<file path="config.mk">
export PLATFORM = sky130hd
export DESIGN_NAME = alu181_seq
export DESIGN_NICKNAME = d
export VERILOG_FILES = /design/src/rtl/alu181_pkg.sv /design/src/rtl/alu181_slice.sv /design/src/rtl/alu181_seq.sv
export SDC_FILE = /design/constraint.sdc
export NUM_CORES = 1
export LEC_CHECK = 0
export CORE_UTILIZATION = 40
export CTS_BUF_LIST = sky130_fd_sc_hd__clkbuf_16
export CTS_CLUSTER_SIZE = 12
export DETAILED_ROUTE_END_ITERATION = 6
export PLACE_DENSITY = 0.66
export SLEW_MARGIN = 10
export SYNTH_ARGS = -nofsm -noshare
export SYNTH_HDL_FRONTEND = slang
export SYNTH_SLANG_ARGS = --single-unit
</file>
<file path="constraint.sdc">
create_clock -name clk -period 5.1 [get_ports clk]
set_input_delay 1.02 -clock clk [delete_from_list [all_inputs] [get_ports clk]]
set_output_delay 1.02 -clock clk [all_outputs]
set_load 0.01 [all_outputs]
</file>
<file path="src/rtl/alu181_pkg.sv">
// Shared types and per-nibble function tables for the sequential 74181-style ALU.
// The arithmetic P/Q operand pair and the logic result are defined once here.
package alu181_pkg;

  localparam int NIBBLE = 4;

  typedef enum logic [1:0] {
    IDLE,
    RUN,
    DONE
  } state_t;

  typedef logic [3:0] alu_op_t;

  typedef struct packed {
    logic [NIBBLE-1:0] p;
    logic [NIBBLE-1:0] q;
  } pq_t;

  // Arithmetic mode adds P + Q + carry; Q = all-ones nibble acts as -1 per nibble.
  function automatic pq_t alu_pq(input alu_op_t s, input logic [NIBBLE-1:0] a,
                                 input logic [NIBBLE-1:0] b);
    pq_t r;
    r.p = a;
    r.q = '0;
    case (s)
      4'd0:  begin r.p = a;         r.q = '0;      end
      4'd1:  begin r.p = a | b;     r.q = '0;      end
      4'd2:  begin r.p = a | ~b;    r.q = '0;      end
      4'd3:  begin r.p = '0;        r.q = '1;      end
      4'd4:  begin r.p = a;         r.q = a & ~b;  end
      4'd5:  begin r.p = a | b;     r.q = a & ~b;  end
      4'd6:  begin r.p = a;         r.q = ~b;      end
      4'd7:  begin r.p = a & ~b;    r.q = '1;      end
      4'd8:  begin r.p = a;         r.q = a & b;   end
      4'd9:  begin r.p = a;         r.q = b;       end
      4'd10: begin r.p = a | ~b;    r.q = a & b;   end
      4'd11: begin r.p = a & b;     r.q = '1;      end
      4'd12: begin r.p = a;         r.q = a;       end
      4'd13: begin r.p = a | b;     r.q = a;       end
      4'd14: begin r.p = a | ~b;    r.q = a;       end
      default: begin r.p = a;       r.q = '1;      end
    endcase
    return r;
  endfunction

  function automatic logic [NIBBLE-1:0] alu_logic(input alu_op_t s, input logic [NIBBLE-1:0] a,
                                                  input logic [NIBBLE-1:0] b);
    logic [NIBBLE-1:0] r;
    r = '0;
    case (s)
      4'd0:  r = ~a;
      4'd1:  r = ~(a | b);
      4'd2:  r = ~a & b;
      4'd3:  r = '0;
      4'd4:  r = ~(a & b);
      4'd5:  r = ~b;
      4'd6:  r = a ^ b;
      4'd7:  r = a & ~b;
      4'd8:  r = ~a | b;
      4'd9:  r = ~(a ^ b);
      4'd10: r = b;
      4'd11: r = a & b;
      4'd12: r = '1;
      4'd13: r = a | ~b;
      4'd14: r = a | b;
      default: r = a;
    endcase
    return r;
  endfunction

endpackage

</file>
<file path="src/rtl/alu181_slice.sv">
// Combinational 4-bit ALU slice; chained by the top to form a ripple carry path.
// c_msb_in is the carry into bit 3, needed for signed overflow on the top slice.
module alu181_slice
  import alu181_pkg::*;
(
  input  logic [3:0]        s,
  input  logic              m,
  input  logic [NIBBLE-1:0] a_nib,
  input  logic [NIBBLE-1:0] b_nib,
  input  logic              cin,
  output logic [NIBBLE-1:0] f_nib,
  output logic              cout,
  output logic              c_msb_in
);

  pq_t             pq;
  logic [NIBBLE:0] sum;

  always_comb begin
    pq  = alu_pq(alu_op_t'(s), a_nib, b_nib);
    sum = {1'b0, pq.p} + {1'b0, pq.q} + {{NIBBLE{1'b0}}, cin};
    if (m) begin
      f_nib    = alu_logic(alu_op_t'(s), a_nib, b_nib);
      cout     = 1'b0;
      c_msb_in = 1'b0;
    end else begin
      f_nib    = sum[NIBBLE-1:0];
      cout     = sum[NIBBLE];
      // Sum bit 3 is p3 ^ q3 ^ carry-in-to-bit-3, so the carry can be recovered.
      c_msb_in = pq.p[NIBBLE-1] ^ pq.q[NIBBLE-1] ^ sum[NIBBLE-1];
    end
  end

endmodule

</file>
<file path="src/rtl/alu181_seq.sv">
// Multi-cycle WIDTH-bit ALU: SLICES nibbles per clock, LSB chunk first, carry kept
// in a register between cycles, valid/ready handshake on both sides.
module alu181_seq
  import alu181_pkg::*;
#(
  parameter int WIDTH  = 16,
  parameter int SLICES = 1
) (
  input  logic             clk,
  input  logic             rst,
  input  logic             in_valid,
  output logic             in_ready,
  input  logic [WIDTH-1:0] a,
  input  logic [WIDTH-1:0] b,
  input  logic [3:0]       s,
  input  logic             m,
  input  logic             c_in,
  output logic             out_valid,
  input  logic             out_ready,
  output logic [WIDTH-1:0] f,
  output logic             c_out,
  output logic             zero,
  output logic             ovf
);

  localparam int CHUNK = SLICES * NIBBLE;
  localparam int STEPS = WIDTH / CHUNK;
  localparam int CW    = (STEPS > 1) ? $clog2(STEPS) : 1;
  localparam logic [CW-1:0]     LAST      = CW'(STEPS - 1);
  localparam logic [SLICES-1:0] TOP_SLICE = SLICES'(1) << (SLICES - 1);

  state_t           state_q, state_d;
  logic [WIDTH-1:0] opA_q, opA_d, opB_q, opB_d, f_q, f_d;
  alu_op_t          op_q, op_d;
  logic             mode_q, mode_d, carry_q, carry_d;
  logic             cOut_q, cOut_d, zero_q, zero_d, ovf_q, ovf_d;
  logic [CW-1:0]    count_q, count_d;

  logic              accept, lastStep, msbIn;
  logic [SLICES:0]   chainC;
  logic [SLICES-1:0] chainMsb;
  logic [CHUNK-1:0]  chunkF;
  logic [WIDTH-1:0]  chunkWide;

  assign accept   = in_valid && in_ready;
  assign lastStep = (state_q == RUN) && (count_q == LAST);

  // Operands are shifted down each cycle, so the active chunk is always the low bits.
  assign chainC[0] = carry_q;
  for (genvar k = 0; k < SLICES; k++) begin : g_slice
    alu181_slice u_slice (
      .s        (op_q),
      .m        (mode_q),
      .a_nib    (opA_q[k*NIBBLE +: NIBBLE]),
      .b_nib    (opB_q[k*NIBBLE +: NIBBLE]),
      .cin      (chainC[k]),
      .f_nib    (chunkF[k*NIBBLE +: NIBBLE]),
      .cout     (chainC[k+1]),
      .c_msb_in (chainMsb[k])
    );
  end

  // Only the most significant slice's internal carry matters for overflow.
  assign msbIn     = |(chainMsb & TOP_SLICE);
  assign chunkWide = WIDTH'(chunkF);

  always_ff @(posedge clk) begin
    if (rst) state_q <= IDLE;
    else     state_q <= state_d;
  end

  always_comb begin
    state_d = state_q;
    case (state_q)
      IDLE:    if (in_valid) state_d = RUN;
      RUN:     if (count_q == LAST) state_d = DONE;
      DONE:    if (out_ready) state_d = IDLE;
      default: state_d = IDLE;
    endcase
  end

  always_comb begin
    in_ready  = (state_q == IDLE);
    out_valid = (state_q == DONE);
  end

  // Result nibbles enter at the top of f and shift down, landing in place after STEPS cycles.
  always_comb begin
    opA_d   = opA_q;
    opB_d   = opB_q;
    op_d    = op_q;
    mode_d  = mode_q;
    carry_d = carry_q;
    count_d = count_q;
    f_d     = f_q;
    cOut_d  = cOut_q;
    zero_d  = zero_q;
    ovf_d   = ovf_q;
    if (accept) begin
      opA_d   = a;
      opB_d   = b;
      op_d    = alu_op_t'(s);
      mode_d  = m;
      carry_d = c_in & ~m;
      count_d = '0;
    end else if (state_q == RUN) begin
      opA_d   = opA_q >> CHUNK;
      opB_d   = opB_q >> CHUNK;
      carry_d = chainC[SLICES];
      f_d     = (f_q >> CHUNK) | (chunkWide << (WIDTH - CHUNK));
      count_d = count_q + CW'(1);
      if (lastStep) begin
        count_d = '0;
        cOut_d  = chainC[SLICES];
        zero_d  = (f_d == '0);
        ovf_d   = msbIn ^ chainC[SLICES];
      end
    end
  end

  always_ff @(posedge clk) begin
    if (rst) begin
      opA_q   <= '0;
      opB_q   <= '0;
      op_q    <= '0;
      mode_q  <= 1'b0;
      carry_q <= 1'b0;
      count_q <= '0;
      f_q     <= '0;
      cOut_q  <= 1'b0;
      zero_q  <= 1'b0;
      ovf_q   <= 1'b0;
    end else begin
      opA_q   <= opA_d;
      opB_q   <= opB_d;
      op_q    <= op_d;
      mode_q  <= mode_d;
      carry_q <= carry_d;
      count_q <= count_d;
      f_q     <= f_d;
      cOut_q  <= cOut_d;
      zero_q  <= zero_d;
      ovf_q   <= ovf_d;
    end
  end

  assign f     = f_q;
  assign c_out = cOut_q;
  assign zero  = zero_q;
  assign ovf   = ovf_q;

endmodule

</file>
==> results of run 1 <==
-- path summary, 6_finish.rpt --
kind	from	end	slack, ps	cells after the start
max	op_q[0]$_SDFFE_PP0P_	zero$_SDFFE_PP0P_	1430	12
min	opA_q[6]$_SDFFE_PP0P_	opA_q[6]$_SDFFE_PP0P_	450	2
max reg2reg	op_q[0]$_SDFFE_PP0P_	zero$_SDFFE_PP0P_	1430	12
min reg2reg	opA_q[6]$_SDFFE_PP0P_	opA_q[6]$_SDFFE_PP0P_	450	2
-- power breakdown --
group	internal [mW]	total (mW)	switching, mW	leakage, nW
Sequential	0.502	0.537	0.0347	0.498
Clock	0.375	0.587	0.212	0.141
Combinational	0.113	0.252	0.139	1.03
Total	0.990	1.38	0.385	1.67
-- kinds of logic after synthesis --
kind of cell / synth area share (%)
AO/OA/AOI/OAI: 26.8
XOR/XNOR: 0.472
flip-flops: 32.9
buffers and inverters: 6.01
multiplexers: 2.77
AND/OR/NAND/NOR: 23.2
adder cells (fa/ha/maj): 7.83
-- area by class of cell --
type	instances	area (µm²)
Timing Repair Buffer	70	676
Clock buffer	9	225
Inverter	17	63.8
Tap cell	108	135
Fill cell	840	4190
Multi-Input combinational cell	366	2270
Sequential cell	61	1220
Clock inverter	7	66.3
-- routing by layer --
layer	global-route usage [%]	part of all wire [%]	routed length [µm]
met1	29.1	44	4510
met2	35.1	47	4800
met3	5.01	7.2	740
met4	7.58	1.7	178
met5	0	0	0
-- synthesized netlist by cell type (all sizes together), types with 4 or more instances --
| library cell | number | area share, % |
|---|---|---|
| dfxtp | 61 | 33 |
| nand4 | 4 | 0.67 |
| o22ai | 5 | 0.84 |
| nand3 | 9 | 1.2 |
| nand3b | 10 | 2.0 |
| nand2b | 7 | 1.2 |
| mux2i | 8 | 2.2 |
| nand2 | 89 | 9.0 |
| nor4 | 5 | 0.84 |
| a21oi | 70 | 9.4 |
| ha | 20 | 6.7 |
| buf | 10 | 1.6 |
| nor2 | 21 | 2.2 |
| o221ai | 5 | 1.2 |
| a22oi | 26 | 5.3 |
| o211ai | 7 | 1.4 |
| or3 | 4 | 0.67 |
| o21ai | 12 | 1.6 |
| clkbuf | 27 | 2.7 |
| nor2b | 11 | 2.1 |
| nor3 | 7 | 0.94 |
| inv | 17 | 1.7 |
-- state kept, by name (all words and copies together) (netlist names) --
signal and count:
carry_q 1, f 16, zero 1, count_q 2
op_q 4, opA_q 16, mode_q 1, ovf 1
opB_q 16, state_q 2, c_out 1
-- placed cells by master, fill, tap and decap left out, types with 2 or more instances in the layout --
master	instances
o21a_1	3
nand3_1	9
o221ai_1	5
dfxtp_1	61
o22ai_1	5
a21oi_1	70
o21ai_0	11
a32o_1	2
nor3_1	7
clkdlybuf4s50_1	61
nand3b_1	10
o2111ai_1	3
or3_1	4
nor2_1	20
nand2b_1	7
a21o_1	3
nand2_1	89
a221o_1	2
and2_1	2
o211ai_1	7
a211oi_1	2
nor4_1	5
or2_2	3
clkinvlp_4	2
mux2i_1	8
a31oi_1	3
inv_1	17
fa_1	2
clkbuf_16	9
ha_1	20
a22oi_1	26
nand4_1	4
nor2b_1	9
or4bb_1	2
a311oi_1	2
buf_4	8
-- worst register-to-register path, cell delays in order, from the launching register on --
cell and delay, ps:
dfxtp_1 990, and2b_4 330, nand2_1 150, o221ai_1 320
o22ai_1 130, o2bb2ai_1 160, a21oi_1 210, ha_1 300
o21a_1 150, or3_1 320, a211oi_1 250, o2111ai_1 130
a21oi_1 160
==> results.toml, run 1 <==
[global_routing]
globalRouteOverflowTotal = 0
globalRouteTotalUtil_pct = 22.0
grt_pass1_wl_mm = 17.2
grt_start_max_net_pins = 62
antenna_found_initial = 0
grt_pass1_vias = 3419

[place]
post_placement_worst_setup_slack_ps = 1490
post-dp-hpwl_mm = 7.14
dp.cells = 622
routabilityCongestion = 0.955
io_buffers = 62
dpl_cell_area_um2 = 4360

[routing]
detail_route.iter0.violations = 244
post_drt_via_cell_ratio = 5.74
route.vias.total = 3661
route.final.wire_length_mm = 10.2
antenna_violating_nets_post_route = 0
post_drt_wl_per_cell_um = 16.0
drt_drc_violations_left = 1
first_pass_iteration_count_of_the_detailed_router = 7

[finish]
post_route_cells_drive_above_1_share_pct = 6.23
design.final.nets = 589
final_util_pct = 52.6
final-instance-count-excl-fill = 638
syn_to_final_growth_pct = 25.5
finish.instance_area_um2 = 4650
antenna_cells = 0

[synthesis]
synth_cell_type_count = 58
synth_enable_flop_cells = 0
cells_after_synth = 481
ys_seq_area_share_pct = 32.9
synthesis.nets = 545
synth.avg_cell_area_um2 = 7.71
synth_warnings = 0
netlist_area_um2 = 3710
dominantRegCellSynth = "dfxtp_1"
asr_flop_ratio_synth_pct = 0
postSynthRegisterBits = 61

[floorplanning]
io_pins = 63
fp.dieH_um = 98.3
initial_core_util_pct = 41.9
rows = 34
die_width_um = 98.3
placeableCoreArea_um2 = 8850
die_area_um2 = 9660

[critical_path]
critPathMaxStageDelay_ps = 990
crit_path_cell_trace = "and2b_4 -> nand2_1 -> o221ai_1 -> o22ai_1 -> o2bb2ai_1 -> a21oi_1 -> ha_1 -> o21a_1 -> or3_1 -> a211oi_1 -> o2111ai_1 -> a21oi_1"
setup.worst_path.end_class = "register"
worstPathRequired_ps = 5340
critical-path-top-cell-by-count = "a21oi_1"
worst_ep_arrival_time_ps = 3910
crit_path_start_kind = "register"
cp_bufs_invs = 0
crit_path_top_delay_cell = "dfxtp_1"
worstSetupPathType = "register to register"
critical_path.max_fanout = 29
critical-path-top-delay-family = "compound AO/OA/AOI/OAI gates"

[sta]
achievable-frequency_ghz = 0.272
rsz0062_at_grt = "no"
setup_viol_count_final = 0
timing.max_slew.rel_slack_pct = 25.9
worst_hold_slack_ps = 453
tightest_slew_ps = 1110
final.setup_skew_ps = 8.09
hold_violations = 0
final-max-slew-violation-count = 0
layout_min_cycle_time_ps = 3670
finalCritPeriodShare_pct = 72.0
fin_setup_tns_ps = 0
layout_setup_ws_ps = 1430

[clock_network]
cts.sink_count = 61
path_clk_slew_ps = 50
cts_resized = 0
clock_insertion_delay_worst_skew_ps = 320
cts_made_buffers = 9
clock-root-buffer = "clkbuf_16"
ctsHtreeMaxLevel = 3
clock_tree.buffer_depth = 2
tritoncts_clock_tree = "built"
cts_hold_buffers_added = 0
cts_post_setup_buffers_inserted = 0

[run_status]
violations = "design-rule violations"
run_status = "complete, but fails checks"

[hold_path]
hold_path_class = "register to register"

[power]
worst_ir_drop_vdd_uv = 170
power-per-cell-area_nw_per_um2 = 296
power.static_leakage_nw = 1.67
power_mw = 1.38

[run]
cap_violations = 0
No activity file was read; power rests on OpenSTA's default activity.
==> inputs of run 2 (changes only) <==
--- a/config.mk
+++ b/config.mk
@@ -9,7 +9,7 @@
 export CTS_BUF_LIST = sky130_fd_sc_hd__clkbuf_16
 export CTS_CLUSTER_SIZE = 12
 export DETAILED_ROUTE_END_ITERATION = 6
-export PLACE_DENSITY = 0.66
+export PLACE_DENSITY = 0.68
 export SLEW_MARGIN = 10
 export SYNTH_ARGS = -nofsm -noshare
 export SYNTH_HDL_FRONTEND = slang
==> constraint.sdc (replaced) <==
create_clock -name clk -period 3.3 [get_ports clk]
set_input_delay 0.66 -clock clk [delete_from_list [all_inputs] [get_ports clk]]
set_output_delay 0.66 -clock clk [all_outputs]
set_load 0.01 [all_outputs]
==> run 2 against run 1 <==
The flow now finishes without violations. Clock skew rose by 4.3 ps. Clock-buffer cell count stayed put. Sequential share of layout area is 0.84 points lower. Final cell count grew 3.1%. Register-to-register slack got worse by 1200 ps. Flip-flop and latch count is the same. Clock power is 54% higher. Sequential power is 52% higher. Hold slack gained 2.3 ps. Total power up 56%. Worst setup slack worse by 1200 ps.
==> results.toml, run 2 (synthesis results as in run 1) <==
[clock_network]
clock-root-buffer = "clkbuf_16"
ctsHtreeMaxLevel = 3
path_clk_slew_ps = 60
cts.sink_count = 61
tritoncts_clock_tree = "built"
cts_hold_buffers_added = 0
clock_tree.buffer_depth = 2
cts_made_buffers = 9
clock_insertion_delay_worst_skew_ps = 330

[global_routing]
globalRouteOverflowTotal = 0
grt_pass1_wl_mm = 17.7
grt_pass1_vias = 3511
grt_start_max_net_pins = 62
globalRouteTotalUtil_pct = 22.9
antenna_found_initial = 0

[sta]
fin_setup_tns_ps = 0
layout_min_cycle_time_ps = 3120
timing.max_slew.rel_slack_pct = 27.0
setup_viol_count_final = 0
finalCritPeriodShare_pct = 94.6
achievable-frequency_ghz = 0.320
final-max-slew-violation-count = 0
hold_violations = 0
final.setup_skew_ps = 12.4
tightest_slew_ps = 1090

[critical_path]
worstSetupPathType = "register to register"
ff2ff_setup_slack_ps = 180
crit_path_start_kind = "register"
critical_path.max_fanout = 6
crit_path_cell_trace = "ha_1 -> nor2b_1 -> a31oi_1 -> o22ai_1 -> a222oi_1 -> fa_2 -> inv_1 -> fa_1 -> a21o_1 -> a21oi_2 -> xnor2_1 -> or3_1 -> a21oi_1"
setup.worst_path.end_class = "register"
critPathMaxStageDelay_ps = 420
rr_worst_depth = 13
critical-path-top-delay-family = "compound AO/OA/AOI/OAI gates"
cp_bufs_invs = 1
timing.rr.start = "opB_q[0]$_SDFFE_PP0P_"
worst_ep_arrival_time_ps = 3370
worstPathRequired_ps = 3550
crit_path_top_delay_cell = "fa_1"
critical_path.reg2reg.endpoint = "ovf$_SDFFE_PP0P_"

[routing]
post_drt_wl_per_cell_um = 16.1
first_pass_iteration_count_of_the_detailed_router = 7
post_drt_via_cell_ratio = 5.70
drt_drc_violations_left = 0
route.final.wire_length_mm = 10.6
detail_route.iter0.violations = 285
antenna_violating_nets_post_route = 0
route.vias.total = 3752

[place]
routabilityCongestion = 0.925
dp.cells = 642
io_buffers = 62
dpl_cell_area_um2 = 4540
post-dp-hpwl_mm = 7.61

[floorplanning]
rows = 34
die_area_um2 = 9660
placeableCoreArea_um2 = 8850
initial_core_util_pct = 41.9
io_pins = 63
die_width_um = 98.3
fp.dieH_um = 98.3

[power]
power_mw = 2.15
worst_ir_drop_vdd_uv = 270
sequentialPowerShare_pct = 37.9
share_comb_of_total_power_pct = 20.2
cell_internal_pwr_mw = 1.55
clockPowerShare_pct = 41.9
sw_pwr_mw = 0.607
netSwitchingFraction_pct = 28.2
power.static_leakage_nw = 1.77
power-per-cell-area_nw_per_um2 = 444

[hold_path]
hold_ep = "opB_q[10]$_SDFFE_PP0P_"
hold_path_class = "register to register"
worst_hold_path.num_cells = 2
min-delay-start = "opB_q[10]$_SDFFE_PP0P_"

[finish]
syn_to_final_growth_pct = 30.6
finish.instance_area_um2 = 4840
design.final.nets = 610
post_route_cells_drive_above_1_share_pct = 10.7
most-common-layout-cells = "nand2_1 (89), a21oi_1 (69), clkdlybuf4s50_1 (61), dfxtp_1 (56), buf_4 (27)"
antenna_cells = 0
most_common_cell_after_layout_fill_and_taps_aside = "nand2_1"
final_util_pct = 54.7
final-instance-count-excl-fill = 658

[run]
cap_violations = 0

[run_status]
run_status = "finished, final reports clean"
[run 2: changes by cell type in the layout (fill, tap and decap cells not counted), sizes merged]
cell	before	now
buf	9	30
inv	19	18
[run 2: final cells by class]
type,instances,area (µm²)
clock buffer,9,225
clock inverter,6,56.3
fill,840,4010
inverter,17,63.8
multi-input combinational,366,2270
sequential,61,1230
tap,108,135
timing repair buffer,91,858
[run 2: metal layers]
layer / wire (µm) / global-route usage [%] / vias to the layer above / part of all wire [%]
met3: 638 / 5.51 / 19 / 6.0
li1: - / - / 1853 / -
met5: 0 / 0 / - / 0
met4: 248 / 8.27 / 0 / 2.3
met2: 4890 / 36.0 / 119 / 46
met1: 4850 / 30.5 / 1761 / 46
[run 2: tightest hold or removal path, stage by stage, from the launching register on]
cell and delay (ps):
dfxtp_1 310, nand2_1 50, a21oi_1 50
[run 2: repair_timing]
action                     CTS  global route
setup endpoints to repair    0             6
buffers inserted             0             1
resized for setup            0             8
[run 2: worst max-delay path by stage]
stage,from,endpoint,slack (ps),depth (start not counted)
6_report,opB_q[0]$_SDFFE_PP0P_,ovf$_SDFFE_PP0P_,180,13
5_1_grt,opB_q[0]$_SDFFE_PP0P_,ovf$_SDFFE_PP0P_,-1,13
4_1_cts,opB_q[0]$_SDFFE_PP0P_,ovf$_SDFFE_PP0P_,8,13
3_5_place_dp,opB_q[0]$_SDFFE_PP0P_,ovf$_SDFFE_PP0P_,50,13
3_3_place_gp,opB_q[0]$_SDFFE_PP0P_,ovf$_SDFFE_PP0P_,150,13
2_1_floorplan,op_q[3]$_SDFFE_PP0P_,ovf$_SDFFE_PP0P_,50,13
[run 2: power by group through the flow]
stage,combinational [mW],sequential [mW],clock (mW)
5_1_grt,0.477,0.822,0.956
3_5_place_dp,0.428,0.830,0
2_1_floorplan,0.268,0.819,0
6_report,0.435,0.815,0.903
4_1_cts,0.431,0.814,0.918
3_3_place_gp,0.427,0.829,0
[run 2: stage by stage]
stage	worst slack (ps)	hold slack [ps]
2_1_floorplan	50.9	437
3_3_place_gp	146	443
3_5_place_dp	47.2	449
4_1_cts	7.78	456
5_1_grt	-0.977	472
6_report	179	455
